$ cat src/rtl/cursor_overlay_ctrl.sv
`default_nettype none
// ============================================================================
//  Module   : cursor_overlay_ctrl
//  Brief    : Debounces cursor/intensity push-buttons, keeps a clamped pending
//             cursor centre and intensity level, and commits them to the
//             outputs only at frame end so the pixel stage never sees a
//             mid-frame change.
//  Options  : CURSOR_AUTOREPEAT_EN - hold-to-repeat on the direction keys.
//  Revision : 1.0 - initial release
// ============================================================================
module cursor_overlay_ctrl #(
    parameter int H_ACTIVE        = 640,
    parameter int V_ACTIVE        = 480,
    parameter int SQUARE          = 8,
    parameter int STEP            = 4,
    parameter int DEBOUNCE_CYCLES = 50000,
    parameter int REPEAT_DELAY    = 25000000,
    parameter int REPEAT_PERIOD   = 5000000
) (
    input  logic        iCLK,
    input  logic        iRST_N,
    input  logic        iKEY_UP,
    input  logic        iKEY_DOWN,
    input  logic        iKEY_LEFT,
    input  logic        iKEY_RIGHT,
    input  logic        iMODE_STEP,
    input  logic        iFRAME_END,
    output logic [12:0] oCENTER_ROW,
    output logic [12:0] oCENTER_COL,
    output logic [1:0]  oICONTROL,
    output logic        oUPDATED
);

    // Key slot indices into the per-key vectors
    localparam int c_K_UP    = 0;
    localparam int c_K_DOWN  = 1;
    localparam int c_K_LEFT  = 2;
    localparam int c_K_RIGHT = 3;
    localparam int c_K_MODE  = 4;
    localparam int c_NKEYS   = 5;

    localparam int                c_DB_W    = $clog2(DEBOUNCE_CYCLES + 1);
    localparam logic [c_DB_W-1:0] c_DB_LAST = c_DB_W'(DEBOUNCE_CYCLES - 1);
    localparam logic [c_DB_W-1:0] c_DB_ONE  = c_DB_W'(1);

`ifdef CURSOR_AUTOREPEAT_EN
    localparam int                c_RP_MAX     = (REPEAT_DELAY > REPEAT_PERIOD) ? REPEAT_DELAY : REPEAT_PERIOD;
    localparam int                c_RP_W       = $clog2(c_RP_MAX + 1);
    localparam logic [c_RP_W-1:0] c_DELAY_LAST = c_RP_W'(REPEAT_DELAY - 1);
    localparam logic [c_RP_W-1:0] c_PER_LAST   = c_RP_W'(REPEAT_PERIOD - 1);
    localparam logic [c_RP_W-1:0] c_RP_ONE     = c_RP_W'(1);
`endif

    localparam logic [1:0] c_ST_IDLE   = 2'd0;
    localparam logic [1:0] c_ST_HOLD   = 2'd1;
    localparam logic [1:0] c_ST_REPEAT = 2'd2;

    // Signed 14-bit clamp bounds so an underflow clamps instead of wrapping
    localparam logic signed [13:0] c_STEP_S  = 14'(STEP);
    localparam logic signed [13:0] c_COL_MIN = 14'(SQUARE / 2);
    localparam logic signed [13:0] c_COL_MAX = 14'(H_ACTIVE - 1 - SQUARE / 2);
    localparam logic signed [13:0] c_ROW_MIN = 14'(SQUARE / 2);
    localparam logic signed [13:0] c_ROW_MAX = 14'(V_ACTIVE - 1 - SQUARE / 2);
    localparam logic [12:0]        c_COL_RST = 13'(H_ACTIVE / 2);
    localparam logic [12:0]        c_ROW_RST = 13'(V_ACTIVE / 2);

    logic [c_NKEYS-1:0] w_raw;
    logic [c_NKEYS-1:0] w_evt;

    assign w_raw = {iMODE_STEP, iKEY_RIGHT, iKEY_LEFT, iKEY_DOWN, iKEY_UP};

    genvar gi;
    generate
        for (gi = 0; gi < c_NKEYS; gi++) begin : g_key
`ifdef CURSOR_AUTOREPEAT_EN
            localparam logic c_CAN_REPEAT = (gi != c_K_MODE);
            logic [c_RP_W-1:0] r_rcnt;
`endif
            logic [1:0]        r_sync;
            logic [c_DB_W-1:0] r_dbcnt;
            logic              r_db;
            logic [1:0]        r_state;
            logic              r_evt;

            // Two-flop synchronizer for the asynchronous button
            always_ff @(posedge iCLK or negedge iRST_N) begin
                if (!iRST_N) r_sync <= 2'b00;
                else         r_sync <= {r_sync[0], w_raw[gi]};
            end

            // Debounced level follows the synchronized level after a full stable run
            always_ff @(posedge iCLK or negedge iRST_N) begin
                if (!iRST_N) begin
                    r_dbcnt <= '0;
                    r_db    <= 1'b0;
                end else if (r_sync[1] != r_db) begin
                    if (r_dbcnt == c_DB_LAST) begin
                        r_db    <= r_sync[1];
                        r_dbcnt <= '0;
                    end else begin
                        r_dbcnt <= r_dbcnt + c_DB_ONE;
                    end
                end else begin
                    r_dbcnt <= '0;
                end
            end

            // Press/hold FSM: one event on the debounced rise, optional repeats while held
            always_ff @(posedge iCLK or negedge iRST_N) begin
                if (!iRST_N) begin
                    r_state <= c_ST_IDLE;
                    r_evt   <= 1'b0;
`ifdef CURSOR_AUTOREPEAT_EN
                    r_rcnt  <= '0;
`endif
                end else begin
                    r_evt <= 1'b0;
                    case (r_state)
                        c_ST_IDLE: begin
                            if (r_db) begin
                                r_state <= c_ST_HOLD;
                                r_evt   <= 1'b1;
`ifdef CURSOR_AUTOREPEAT_EN
                                r_rcnt  <= '0;
`endif
                            end
                        end
                        c_ST_HOLD: begin
                            if (!r_db) begin
                                r_state <= c_ST_IDLE;
                            end
`ifdef CURSOR_AUTOREPEAT_EN
                            else if (c_CAN_REPEAT) begin
                                if (r_rcnt == c_DELAY_LAST) begin
                                    r_state <= c_ST_REPEAT;
                                    r_evt   <= 1'b1;
                                    r_rcnt  <= '0;
                                end else begin
                                    r_rcnt <= r_rcnt + c_RP_ONE;
                                end
                            end
`endif
                        end
                        c_ST_REPEAT: begin
                            if (!r_db) begin
                                r_state <= c_ST_IDLE;
                            end
`ifdef CURSOR_AUTOREPEAT_EN
                            else if (r_rcnt == c_PER_LAST) begin
                                r_evt  <= 1'b1;
                                r_rcnt <= '0;
                            end else begin
                                r_rcnt <= r_rcnt + c_RP_ONE;
                            end
`endif
                        end
                        default: r_state <= c_ST_IDLE;
                    endcase
                end
            end

            assign w_evt[gi] = r_evt;
        end
    endgenerate

    logic [12:0]        r_pend_row;
    logic [12:0]        r_pend_col;
    logic [1:0]         r_pend_lvl;
    logic signed [13:0] w_col_sum;
    logic signed [13:0] w_row_sum;
    logic [12:0]        w_col_next;
    logic [12:0]        w_row_next;

    // Next pending position: opposing events cancel, result clamped to the visible area
    always_comb begin
        w_col_sum = $signed({1'b0, r_pend_col});
        w_row_sum = $signed({1'b0, r_pend_row});
        if (w_evt[c_K_RIGHT] && !w_evt[c_K_LEFT])      w_col_sum = w_col_sum + c_STEP_S;
        else if (w_evt[c_K_LEFT] && !w_evt[c_K_RIGHT]) w_col_sum = w_col_sum - c_STEP_S;
        if (w_evt[c_K_DOWN] && !w_evt[c_K_UP])         w_row_sum = w_row_sum + c_STEP_S;
        else if (w_evt[c_K_UP] && !w_evt[c_K_DOWN])    w_row_sum = w_row_sum - c_STEP_S;

        if (w_col_sum < c_COL_MIN)      w_col_next = c_COL_MIN[12:0];
        else if (w_col_sum > c_COL_MAX) w_col_next = c_COL_MAX[12:0];
        else                            w_col_next = w_col_sum[12:0];

        if (w_row_sum < c_ROW_MIN)      w_row_next = c_ROW_MIN[12:0];
        else if (w_row_sum > c_ROW_MAX) w_row_next = c_ROW_MAX[12:0];
        else                            w_row_next = w_row_sum[12:0];
    end

    // Pending registers absorb step events every cycle
    always_ff @(posedge iCLK or negedge iRST_N) begin
        if (!iRST_N) begin
            r_pend_row <= c_ROW_RST;
            r_pend_col <= c_COL_RST;
            r_pend_lvl <= 2'd0;
        end else begin
            r_pend_row <= w_row_next;
            r_pend_col <= w_col_next;
            if (w_evt[c_K_MODE]) r_pend_lvl <= r_pend_lvl + 2'd1;
        end
    end

    // Frame-end commit copies the pre-event pending values and flags a change
    always_ff @(posedge iCLK or negedge iRST_N) begin
        if (!iRST_N) begin
            oCENTER_ROW <= c_ROW_RST;
            oCENTER_COL <= c_COL_RST;
            oICONTROL   <= 2'd0;
            oUPDATED    <= 1'b0;
        end else if (iFRAME_END) begin
            oCENTER_ROW <= r_pend_row;
            oCENTER_COL <= r_pend_col;
            oICONTROL   <= r_pend_lvl;
            oUPDATED    <= (r_pend_row != oCENTER_ROW) || (r_pend_col != oCENTER_COL) ||
                           (r_pend_lvl != oICONTROL);
        end else begin
            oUPDATED <= 1'b0;
        end
    end

endmodule
`default_nettype wire

$ cat config.mk
export PLATFORM = sky130hd
export DESIGN_NAME = cursor_overlay_ctrl
export DESIGN_NICKNAME = d
export VERILOG_FILES = /design/src/rtl/cursor_overlay_ctrl.sv
export SDC_FILE = /design/constraint.sdc
export NUM_CORES = 1
export LEC_CHECK = 0
export BUFFER_PORTS_ARGS = -buffer_cell sky130_fd_sc_hd__buf_2
export CAP_MARGIN = 40
export CORE_UTILIZATION = 42
export CTS_CLUSTER_SIZE = 28
export DETAILED_ROUTE_END_ITERATION = 7
export PLACE_DENSITY = 0.6
export SLEW_MARGIN = 10
export SYNTH_ARGS = -nofsm -noshare
export SYNTH_HDL_FRONTEND = slang
export SYNTH_SLANG_ARGS = --single-unit
export TNS_END_PERCENT = 1
$ cat constraint.sdc
create_clock -name iCLK -period 3 [get_ports iCLK]
set_input_delay 0.6 -clock iCLK [delete_from_list [all_inputs] [get_ports iCLK]]
set_output_delay 0.6 -clock iCLK [all_outputs]
set_load 0.005 [all_outputs]
==> results of run 1 <==
per-stage QoR:
step                      cells  area [um2]  utilization
after floorplan             747        7800            -
after global placement      984        8170        0.453
after detailed placement    984        8170        0.453
after CTS                  1016        8840        0.491
after global routing       1016        8840        0.491
final                      1016        8840        0.491
sequential cells by signal, indices dropped and copies added (netlist names):
register / count
g_key.r_db: 5
oUPDATED: 1
g_key.r_sync: 10
r_pend_col: 12
oCENTER_COL: 12
oICONTROL: 2
r_pend_row: 12
g_key.r_evt: 5
g_key.r_dbcnt: 80
oCENTER_ROW: 12
r_pend_lvl: 2
g_key.r_state: 5
synthesized netlist by cell type (all sizes together), types with 9 or more instances:
cell,count
a21oi,17
and3,28
buf,13
clkbuf,18
dfrtp,146
dfstp,12
ha,14
inv,14
mux2,31
nand2,52
nand3,29
nand4,18
nor2,103
nor3,21
nor4,9
o21ai,14
or3,9
xnor2,56
xor2,63
metal layers:
layer  track usage  up-vias  part of all wire
met3        0.0350       27             0.031
met4        0.0706        0             0.020
met1         0.215     2631              0.45
met2         0.284       89              0.50
met5             0        -                 0
li1              -     2599                 -
power by group through the flow:
stage	clock, uW	combinational [uW]	sequential, uW
after floorplan	0	87.1	2230
after global placement	0	167	2240
after detailed placement	0	172	2240
after CTS	2520	174	2210
after global routing	2610	190	2210
final	2450	167	2210
cells by family (layout without fill, tap and decap cells):
logic type,Yosys count,after routing,synth area share
compound gates,60,60,0.0531
xor+xnor,119,119,0.134
fa+ha+maj,14,14,0.0225
buf+inv,45,85,0.0249
flops,158,158,0.510
mux,35,35,0.0500
other cells,1,7,0.000482
simple gates,309,309,0.205
final cells by class:
type	count	share of cell area
clock buffers	19	0.0501
clock inverters	13	0.0266
inverters	14	0.00594
multi-input cells	544	0.411
flip-flops and latches	158	0.449
well taps	229	0.0324
repair buffers	39	0.0250
worst max path at each step:
stage | end | cells after the start
after floorplan | r_pend_row[5] | 8
after global placement | r_pend_col[2] | 7
after detailed placement | r_pend_row[5] | 7
after CTS | r_pend_row[5] | 7
after global routing | r_pend_row[5] | 7
final | r_pend_col[2] | 7
==> results.rst, run 1 <==
.. list-table::
   :header-rows: 1

   * - Metric
     - Value
   * - Result of the run
     - finished, final reports clean
   * - Worst slew margin
     - 0.555
   * - Final Max Tran Viols
     - 0
   * - Antenna violations before repair
     - 0
   * - Count of unique library cells instantiated by Yosys
     - a little over 60
   * - Final antenna-violating net count
     - 0
   * - Worst R2R End
     - r_pend_col[2]
   * - Number of flops mapped to enable cells by yosys
     - 0
   * - Top cells by area in the synthesized netlist
     - dfrtp_1 (47%), xor2_1 (7.1%), xnor2_1 (6.3%)
   * - Fin Setup TNS
     - 0 ns
   * - Synth-to-Final Area Change
     - 13.7%
   * - Internal reg-to-reg setup slack
     - roughly 0.48 ns
   * - Cell Chain, Critical Path
     - or3b_4 -> or4_4 -> nor2_2 -> a211oi_1 -> o211ai_2 -> o21ai_1 -> a21o_1
   * - Switching component of the power
     - slightly above 1000 uW
   * - Routed Wire Length
     - around 15 mm
   * - Hold Vio Cnt, Final
     - 0
   * - Sum of overflow across all layers after global routing
     - 0
   * - Cell area after technology mapping
     - slightly below 8000 um2
   * - Cts bufs inserted
     - 17
   * - Post-layout total power
     - 4820 uW
   * - DP Wirelength
     - 10.6 mm
   * - Internal power
     - around 3800 uW
   * - Number of placed I/O pins
     - 37
   * - Worst slew pin tran
     - about 0.67 ns
   * - Clk network pwr share
     - 0.508
   * - Sequential cell area
     - 3970 um2
   * - Start of the worst register-to-register path
     - g_key[3].r_evt
   * - Final critical path time including I/O delays and setup
     - roughly 2.5 ns
   * - Final net count
     - approximately 800
   * - Number of global-route vias before repair
     - ~5400
   * - Worst Setup End Kind
     - register
   * - Syn Area/Cell
     - around 10 um2
   * - Share of total power in sequential cells
     - 0.457
   * - Area of the placeable core
     - 18000 um2
   * - Total number of vias
     - around 5300
   * - Cell family with most CP delay
     - simple AND/OR/NAND/NOR gates
   * - Critical setup path kind
     - register to register
   * - Ys async rst share
     - 1.00
   * - Footprint of the multi-input gates
     - 3640 um2
   * - Cell at the slowest stage of the critical path
     - dfrtp_1
   * - Buffer levels on the longest clock path
     - 2
   * - Die Wd
     - approximately 140 um
   * - Y dimension of the die
     - roughly 140 um
   * - Worst min-delay path category
     - input pin to async pin
   * - Final setup margin
     - approximately 0.48 ns
   * - Yosys top cell by area
     - dfrtp_1
   * - Register bit total from synthesis
     - 158
   * - Switching portion of total power
     - 0.208
   * - Commonest non-fill, non-tap cell in the layout
     - dfrtp_1
   * - Standby leakage power
     - 0.00373 uW
   * - Count of cells along the worst register-to-register path
     - 7
   * - Top flip-flop cell by instance count after synthesis
     - dfrtp_1
   * - Gate count of the mapped netlist
     - roughly 740
   * - Syn. warnings
     - 0
   * - Setup repair after global routing missed its margin
     - no
   * - Overall fraction of global-route tracks in use
     - 0.170
   * - Hold buffers post-CTS
     - 0
   * - Htree depth
     - 4
   * - Pin count of the biggest net entering global routing
     - 67
   * - Max-cap check violation count
     - 0
   * - Ratio of total power to cell area
     - around 550 nW/um2
   * - DRT iter0 DRCs
     - roughly 300
   * - Hold slack
     - 0.164 ns
   * - Part of the cycle the worst path needs
     - 0.839
   * - Highest achievable clock rate
     - approximately 0.40 GHz
   * - WP data required
     - between 3 and 4 ns
   * - Number of DRC violations after detailed routing
     - 0
   * - Sequential-to-total area share from yosys stat
     - 0.510
   * - Logic gate share of total power
     - 0.035
   * - Share of post-route cells with drive strength above 1
     - 0.163
   * - Die Footprint
     - between 15000 and 20000 um2
   * - Worst setup timing slack at the placement stage
     - 0.506 ns
   * - Weighted congestion reported at the end of routability-driven placement
     - slightly below 0.9
   * - Start point of the critical path
     - g_key[3].r_evt
   * - ANT cells
     - 0
   * - Number of buffers added for setup after CTS
     - 0
   * - Row Count
     - between 40 and 50
   * - Count of buffering cells on the critical path with inverters included
     - 0
   * - Number of gates given a new drive strength after cts
     - 0
   * - Router iterations before antenna repair
     - 5
   * - Clock slew at reported path FFs
     - about 0.060 ns
   * - Global-route wire length before repair
     - approximately 26 mm
   * - Initial Utilization
     - 0.431
   * - Worst path max stage delay
     - around 0.57 ns
   * - IR Drop Worst-Case VDD
     - 0.000379 V
   * - IO buf count
     - 36
   * - Setup violations, final
     - 0
   * - Most used cells in the layout excluding fill and tap cells
     - dfrtp_1 (146), nor2_1 (102), xor2_1 (63)
   * - Top-area cell type share of the netlist area
     - 0.470
   * - Count of filler cells inserted in the layout
     - about 1600
   * - Wire length per cell after detailed routing
     - 15.0 um
   * - Largest clock skew in the final design
     - roughly 0.0098 ns
   * - CTS sink count
     - ~160
   * - Clock root buffer
     - clkbuf_16
   * - Highest fanout seen on the critical path
     - 18
   * - Number of vias per cell
     - roughly 5.3
   * - Setup crit start kind
     - register
   * - Data arrival time of the critical path
     - 2.83 ns
   * - CTS tree
     - done
   * - Clock insertion delay at the later pin of the skew report
     - ~0.43 ns
No activity file was read; power rests on OpenSTA's default activity.
==> run 2: changes to the inputs <==
--- a/config.mk
+++ b/config.mk
@@ -10,7 +10,7 @@
 export CORE_UTILIZATION = 42
 export CTS_CLUSTER_SIZE = 28
 export DETAILED_ROUTE_END_ITERATION = 7
-export PLACE_DENSITY = 0.6
+export PLACE_DENSITY = 0.62
 export SLEW_MARGIN = 10
 export SYNTH_ARGS = -nofsm -noshare
 export SYNTH_HDL_FRONTEND = slang
==> constraint.sdc (replaced) <==
create_clock -name iCLK -period 2.1 [get_ports iCLK]
set_input_delay 0.42 -clock iCLK [delete_from_list [all_inputs] [get_ports iCLK]]
set_output_delay 0.42 -clock iCLK [all_outputs]
set_load 0.005 [all_outputs]
==> run 2 against run 1 <==
Compared with the run above: the run now ends with negative setup slack left; critical endpoint is now r_pend_row[2]; first-iteration DRC count decreased by 34%; routed wire length rose by 5.0%; cell area up 6.9%; maximum frequency grew 15%; sequential power grew 43%; die area unchanged; via count up 5.4%; core utilization up 3.4 points; highest routed layer unchanged.
==> results.rst, run 2 (synthesized netlist as in run 1, its figures left out) <==
.. list-table::
   :header-rows: 1

   * - Metric
     - Value
   * - Area of the placeable core
     - 18000 um2 (unchanged)
   * - IR Drop Worst-Case VDD
     - 0.000515 V (+36%)
   * - Post-layout total power
     - 6310 uW (+31%)
   * - Number of global-route vias before repair
     - 5568 (+3.7%)
   * - Number of placed I/O pins
     - 37 (unchanged)
   * - Worst slew margin
     - 0.614 (+0.0588)
   * - Setup repair after global routing missed its margin
     - yes
   * - CTS sink count
     - 158 (unchanged)
   * - Cell Chain, Critical Path
     - and4_4 -> buf_6 -> a32oi_4 -> xor2_2 -> a2111oi_4 -> buf_4 -> nor2_1 -> o21ai_1 -> nand2b_1
   * - Number of gates on the worst path with buffers counted
     - 9 (+2)
   * - Result of the run
     - finished with violations
   * - Highest fanout seen on the critical path
     - 6 (-12)
   * - Cts bufs inserted
     - 17 (unchanged)
   * - Failing checks
     - negative setup slack
   * - Number of DRC violations after detailed routing
     - 0 (unchanged)
   * - Largest clock skew in the final design
     - 0.00703 ns (-0.00278 ns)
   * - Y dimension of the die
     - 138 um (unchanged)
   * - Router iterations before antenna repair
     - 8 (+3)
   * - Worst min-delay path category
     - input pin to register
   * - Number of vias per cell
     - 5.24 (-0.51%)
   * - Start of the worst register-to-register path
     - r_pend_row[4]
   * - CTS tree
     - done
   * - Switching component of the power
     - 1390 uW (+38%)
   * - Most used cells in the layout excluding fill and tap cells
     - dfrtp_1 (145), nor2_1 (101), xor2_1 (58)
   * - Die Wd
     - 138 um (unchanged)
   * - Row Count
     - 49 (unchanged)
   * - Global-route wire length before repair
     - 26.3 mm (+0.29%)
   * - Worst path max stage delay
     - 0.64 ns (+0.07 ns)
   * - Commonest non-fill, non-tap cell in the layout
     - dfrtp_1
   * - Total number of vias
     - 5633 (+5.4%)
   * - Part of the cycle the worst path needs
     - 1.04 (+0.205)
   * - Max-cap check violation count
     - 0 (unchanged)
   * - Worst R2R End
     - r_pend_row[2]
   * - Internal power
     - 4930 uW (+29%)
   * - Count of cells along the worst register-to-register path
     - 9 (+2)
   * - Pin count of the biggest net entering global routing
     - 59 (-12%)
   * - Clock root buffer
     - clkbuf_16
   * - Final Max Tran Viols
     - 0 (unchanged)
   * - Routed Wire Length
     - 15.9 mm (+5.0%)
   * - Sum of overflow across all layers after global routing
     - 0 (unchanged)
   * - ANT cells
     - 0 (unchanged)
   * - Count of placed standard cells in the final layout, fillers left out
     - 1076 (+5.9%)
   * - Setup crit start kind
     - register
   * - Final critical path time including I/O delays and setup
     - 2.19 ns (-0.325 ns)
   * - DRT iter0 DRCs
     - 196 (-34%)
   * - Internal reg-to-reg setup slack
     - -0.09 ns (-0.57 ns)
   * - IO buf count
     - 36 (unchanged)
   * - Start point of the critical path
     - r_pend_row[4]
   * - WP data required
     - 2.39 ns (-0.93 ns)
   * - Worst slew pin tran
     - 0.575 ns (-0.0920 ns)
   * - Weighted congestion reported at the end of routability-driven placement
     - 0.831 (-6.0%)
   * - Clock slew at reported path FFs
     - 0.06 ns (about the same)
   * - Clock insertion delay at the later pin of the skew report
     - 0.41 ns (-0.02 ns)
   * - Clk network pwr share
     - 0.461 (-0.047)
   * - Overall fraction of global-route tracks in use
     - 0.170 (about the same)
   * - Critical setup path kind
     - register to register
   * - Initial Utilization
     - 0.431 (unchanged)
   * - Largest register by flop count
     - g_key.r_dbcnt
   * - Antenna violations before repair
     - 0 (unchanged)
   * - Placed cell area
     - 8540 um2 (+4.5%)
   * - Final net count
     - 856 (+7.5%)
   * - Max reg flops
     - 80 (unchanged)
   * - Die Footprint
     - 19100 um2 (unchanged)
   * - Standby leakage power
     - 0.00405 uW (+8.7%)
   * - Htree depth
     - 4 (unchanged)
   * - Data arrival time of the critical path
     - 2.48 ns (-0.35 ns)
   * - Final antenna-violating net count
     - 0 (unchanged)
   * - Final setup margin
     - -0.0913 ns (-0.575 ns)
   * - Wire length per cell after detailed routing
     - 14.8 um (-0.88%)
   * - Synth-to-Final Area Change
     - 21.6%
   * - Highest achievable clock rate
     - 0.456 GHz (+15%)
   * - Hold Vio Cnt, Final
     - 0 (unchanged)
   * - Cell at the slowest stage of the critical path
     - dfstp_2
   * - Post-layout utilization of the core
     - 0.524 (+0.0338)
   * - Share of total power in sequential cells
     - 0.499 (+0.042)
   * - # placed instances
     - 1030 (+4.7%)
   * - Count of buffering cells on the critical path with inverters included
     - 2 (+2)
   * - Final Cell Area
     - 9450 um2 (+6.9%)
   * - Buffer levels on the longest clock path
     - 2 (unchanged)
   * - Count of filler cells inserted in the layout
     - 1585 (-0.19%)
   * - Logic gate share of total power
     - 0.041 (+0.006)
   * - Cell family with most CP delay
     - flip-flops
   * - Worst Setup End Kind
     - register
   * - Crit path capture
     - r_pend_row[2]
   * - Ratio of total power to cell area
     - 668 nW/um2 (+22%)
   * - Setup violations, final
     - 12 (+12)
   * - DP Wirelength
     - 11.0 mm (+4.2%)
   * - Switching portion of total power
     - 0.220 (+0.0111)
   * - Share of post-route cells with drive strength above 1
     - 0.260 (+0.0971)
-- run 2: cell types whose count changed in the layout (fill, tap and decap cells not counted), sizes merged --
| cell | before | now |
|---|---|---|
| buf | 39 | 98 |
| bufinv | 6 | 1 |
| clkinv | 1 | 6 |
| clkbuf | 19 | 23 |
| clkinvlp | 5 | 2 |
| dlygate4sd3 | 0 | 1 |
| inv | 15 | 14 |
-- run 2: layer usage --
| layer | global-route usage | vias up | routed length (um) |
|---|---|---|---|
| li1 | - | 2714 | - |
| met1 | 0.208 | 2782 | 7020 |
| met2 | 0.290 | 109 | 8050 |
| met3 | 0.0416 | 28 | 540 |
| met4 | 0.0659 | 0 | 328 |
| met5 | 0 | - | 0 |
-- run 2: worst reg2reg max path, stage by stage, from the launching register on --
cell	delay [ns]
dfstp_2	0.64
and4_4	0.29
buf_6	0.10
a32oi_4	0.05
xor2_2	0.21
a2111oi_4	0.37
buf_4	0.17
nor2_1	0.04
o21ai_1	0.13
nand2b_1	0.08
-- run 2: worst min path at each step --
stage	depth (start not counted)	startpoint	slack, ns	to
6_report	1	iKEY_DOWN	0.11	g_key[1].r_sync[0]
5_1_grt	1	iKEY_DOWN	0.09	g_key[1].r_sync[0]
4_1_cts	1	iKEY_DOWN	0.09	g_key[1].r_sync[0]
3_5_place_dp	1	iRST_N	0.32	g_key[1].r_sync[0]
3_3_place_gp	1	iRST_N	0.32	g_key[1].r_sync[0]
2_1_floorplan	0	iRST_N	0.12	g_key[0].r_db
-- run 2: metrics by stage --
| step | hold WS [ns] | setup WS (ns) | TNS, ns |
|---|---|---|---|
| 2_1_floorplan | 0.124 | -0.0265 | -0.0720 |
| 3_3_place_gp | 0.316 | -0.0338 | -0.0815 |
| 3_5_place_dp | 0.321 | -0.0966 | -0.685 |
| 4_1_cts | 0.0897 | -0.0812 | -0.541 |
| 5_1_grt | 0.0913 | -0.166 | -1.77 |
| 6_report | 0.109 | -0.0913 | -0.621 |
-- run 2: what timing repair did --
item	CTS	global route
gates resized for setup	13	38
hold endpoints to repair	22	0
setup buffers	4	9
pin swaps	7	21
endpoints found under the setup margin	14	15
hold buffers	1	0
-- run 2: cell type report --
type,count,area (um2),share of cell area
clock inverter,9,86.3,0.00913
tap,229,287,0.0303
multi-input combinational,544,3870,0.410
sequential,158,3970,0.420
clock buffer,23,478,0.0506
timing repair buffer,99,706,0.0747
inverter,14,52.6,0.00556
-- run 2: power by group through the flow --
stage	Sequential [uW]	Combinational [uW]	Clock, uW
detailed placement	3200	256	0
global route	3150	294	3120
global placement	3200	251	0
finish	3150	257	2910
floorplan	3190	124	0
CTS	3150	262	2990
==> run 3: changes to the inputs <==
--- a/config.mk
+++ b/config.mk
@@ -7,6 +7,7 @@
 export LEC_CHECK = 0
 export BUFFER_PORTS_ARGS = -buffer_cell sky130_fd_sc_hd__buf_2
 export CAP_MARGIN = 40
+export CORE_MARGIN = 2
 export CORE_UTILIZATION = 42
 export CTS_CLUSTER_SIZE = 28
 export DETAILED_ROUTE_END_ITERATION = 7
==> run 3 against run 2 <==
Compared with the run above: the run ends with design-rule violations, negative setup slack left; total power is 2.8% higher; clock power is 6% higher; critical path type unchanged; via count is 1.5% lower; die area is 2.9% higher; combinational power hardly changed; sequential share of layout area is 0.44 points higher; clock-buffer cell count is 5 lower.
==> results.rst, run 3 (synthesized netlist as in run 1, its figures left out) <==
.. list-table::
   :header-rows: 1

   * - Metric
     - Value
   * - Switching portion of total power
     - 0.229 (+0.00986)
   * - Routed Wire Length
     - 16.2 mm (+1.3%)
   * - Standby leakage power
     - 0.00398 uW (-1.8%)
   * - Cell Chain, Critical Path
     - or3_4 -> or4_4 -> nor2_4 -> a211oi_2 -> o211ai_2 -> o21bai_4 -> o21a_1
   * - Clock insertion delay at the later pin of the skew report
     - 0.42 ns (about the same)
   * - Number of DRC violations after detailed routing
     - 3 (+3)
   * - Worst Setup End Kind
     - register
   * - Largest register by flop count
     - g_key.r_dbcnt
   * - Setup violations, final
     - 14 (+2)
   * - Worst slew pin tran
     - 0.641 ns (+0.0664 ns)
   * - IR Drop Worst-Case VDD
     - 0.000553 V (+7.5%)
   * - Worst R2R End
     - r_pend_col[5]
   * - Post-layout utilization of the core
     - 0.517 (-0.00703)
   * - Share of post-route cells with drive strength above 1
     - 0.254 (-0.00558)
   * - Max reg flops
     - 80 (unchanged)
   * - Row Count
     - 49 (unchanged)
   * - Count of cells along the worst register-to-register path
     - 7 (-2)
   * - Htree depth
     - 4 (unchanged)
   * - Share of total power in sequential cells
     - 0.485 (-0.014)
   * - Internal power
     - 5000 uW (+1.5%)
   * - Initial Utilization
     - 0.430 (-0.00146)
   * - Die Wd
     - 140 um (+1.4%)
   * - Logic gate share of total power
     - 0.040 (about the same)
   * - Clk network pwr share
     - 0.475 (+0.014)
   * - Cell at the slowest stage of the critical path
     - or4_4
   * - Final Cell Area
     - 9360 um2 (-1.0%)
   * - Final critical path time including I/O delays and setup
     - 2.22 ns (+0.0251 ns)
   * - Hold path startpoint
     - iKEY_DOWN
   * - Placed cell area
     - 8550 um2 (+0.18%)
   * - Worst slew margin
     - 0.569 (-0.0446)
   * - Final antenna-violating net count
     - 0 (unchanged)
   * - Worst min-delay path category
     - input pin to register
   * - CTS tree
     - done
   * - Count of filler cells inserted in the layout
     - 1603 (+1.1%)
   * - Commonest non-fill, non-tap cell in the layout
     - dfrtp_1
   * - Final Max Tran Viols
     - 0 (unchanged)
   * - Number of vias per cell
     - 5.18 (-1.0%)
   * - Pin count of the biggest net entering global routing
     - 47 (-20%)
   * - Fin Setup TNS
     - -0.934 ns (-0.313 ns)
   * - Crit path capture
     - r_pend_col[5]
   * - DP Wirelength
     - 11.5 mm (+4.4%)
   * - Largest clock skew in the final design
     - 0.00845 ns (+0.00142 ns)
   * - Max-cap check violation count
     - 0 (unchanged)
   * - Wire length per cell after detailed routing
     - 15.1 um (+1.8%)
   * - Hold Vio Cnt, Final
     - 0 (unchanged)
   * - Worst path max stage delay
     - 0.54 ns (-0.10 ns)
   * - Synth-to-Final Area Change
     - 20.3%
   * - Part of the cycle the worst path needs
     - 1.06 (+0.0120)
   * - IO buf count
     - 36 (unchanged)
   * - Number of global-route vias before repair
     - 5845 (+5.0%)
   * - Setup repair after global routing missed its margin
     - yes
   * - Final net count
     - 851 (-0.58%)
   * - Highest fanout seen on the critical path
     - 5 (-1)
   * - Area of the placeable core
     - 18100 um2 (+0.34%)
   * - Failing checks
     - design-rule violations, negative setup slack
   * - Start point of the critical path
     - r_pend_col[6]
   * - Buffer levels on the longest clock path
     - 2 (unchanged)
   * - DRT iter0 DRCs
     - 310 (+58%)
   * - Y dimension of the die
     - 140 um (+1.4%)
   * - Antenna violations before repair
     - 0 (unchanged)
   * - Start of the worst register-to-register path
     - r_pend_col[6]
   * - Final setup margin
     - -0.116 ns (-0.0251 ns)
   * - Post-layout total power
     - 6490 uW (+2.8%)
   * - Clock root buffer
     - clkbuf_16
   * - Ratio of total power to cell area
     - 693 nW/um2 (+3.8%)
   * - Number of placed I/O pins
     - 37 (unchanged)
   * - Sum of overflow across all layers after global routing
     - 0 (unchanged)
   * - Data arrival time of the critical path
     - 2.58 ns (+0.10 ns)
   * - CTS sink count
     - 158 (unchanged)
   * - Internal reg-to-reg setup slack
     - -0.12 ns (-0.03 ns)
   * - Highest achievable clock rate
     - 0.451 GHz (-1.1%)
   * - Router iterations before antenna repair
     - 6 (-2)
   * - Most used cells in the layout excluding fill and tap cells
     - dfrtp_1 (144), nor2_1 (102), xor2_1 (62)
   * - Total number of vias
     - 5550 (-1.5%)
   * - Setup crit start kind
     - register
   * - Cts bufs inserted
     - 17 (unchanged)
   * - ANT cells
     - 0 (unchanged)
   * - Result of the run
     - finished with violations
   * - Clock slew at reported path FFs
     - 0.07 ns (about the same)
   * - Overall fraction of global-route tracks in use
     - 0.171 (+0.000832)
   * - WP data required
     - 2.47 ns (+0.08 ns)
   * - Switching component of the power
     - 1490 uW (+7.4%)
   * - Weighted congestion reported at the end of routability-driven placement
     - 0.900 (+8.2%)
   * - Global-route wire length before repair
     - 27.4 mm (+4.2%)
   * - Die Footprint
     - 19600 um2 (+2.9%)
   * - Critical setup path kind
     - register to register
   * - Worst setup timing slack at the placement stage
     - -0.0833 ns (+0.0133 ns)
run 3: timing repair:
item                                    4_1_cts  5_1_grt
hold buffers                                  1        0
hold endpoints to repair                     35        0
resized for setup                            10       29
buffers inserted                              0        6
cloned                                        0        0
endpoints found under the setup margin       14       15
pin swaps                                     4       20
run 3: area by class of cell:
class                           instances  area [um2]  area share
Timing Repair Buffer                   94         653      0.0698
Multi-Input combinational cell        544        3800       0.406
Clock inverter                         14         159      0.0170
Inverter                               14        52.6     0.00562
Clock buffer                           18         439      0.0469
Sequential cell                       158        3970       0.424
Tap cell                              229         287      0.0306
run 3: power by group through the flow:
stage	clock [uW]	sequential [uW]	combinational, uW
floorplan	0	3190	124
global placement	0	3200	253
detailed placement	0	3200	261
CTS	3160	3150	265
global route	3300	3150	294
finish	3080	3150	258
run 3: how the worst min path moves through the flow:
stage	slack, ns	cells after the start	end
after floorplan	0.12	0	g_key[0].r_db
after global placement	0.34	0	g_key[1].r_sync[1]
after detailed placement	0.34	0	g_key[1].r_sync[1]
after CTS	0.08	1	g_key[1].r_sync[0]
after global routing	0.08	1	g_key[1].r_sync[0]
final	0.10	1	g_key[1].r_sync[0]
run 3: stage by stage:
stage | cells | hold slack (ns)
floorplan | 747 | 0.124
global placement | 1032 | 0.336
detailed placement | 1032 | 0.342
CTS | 1065 | 0.0819
global route | 1071 | 0.0834
finish | 1071 | 0.102
run 3: critical path, delay by kind of cell (launching register included):
| family | cells | cell delay, ns |
|---|---|---|
| AND/OR/NAND/NOR | 3 | 1.09 |
| flip-flops | 1 | 0.38 |
| AO/OA/AOI/OAI | 4 | 0.70 |
run 3: routing by layer:
metal	vias to the layer above	GRT usage	wire [um]	share of wire
met5	-	0	0	0
met4	0	0.0691	301	0.019
met3	29	0.0315	367	0.023
met2	61	0.308	8450	0.52
met1	2744	0.202	7030	0.44
li1	2716	-	-	-
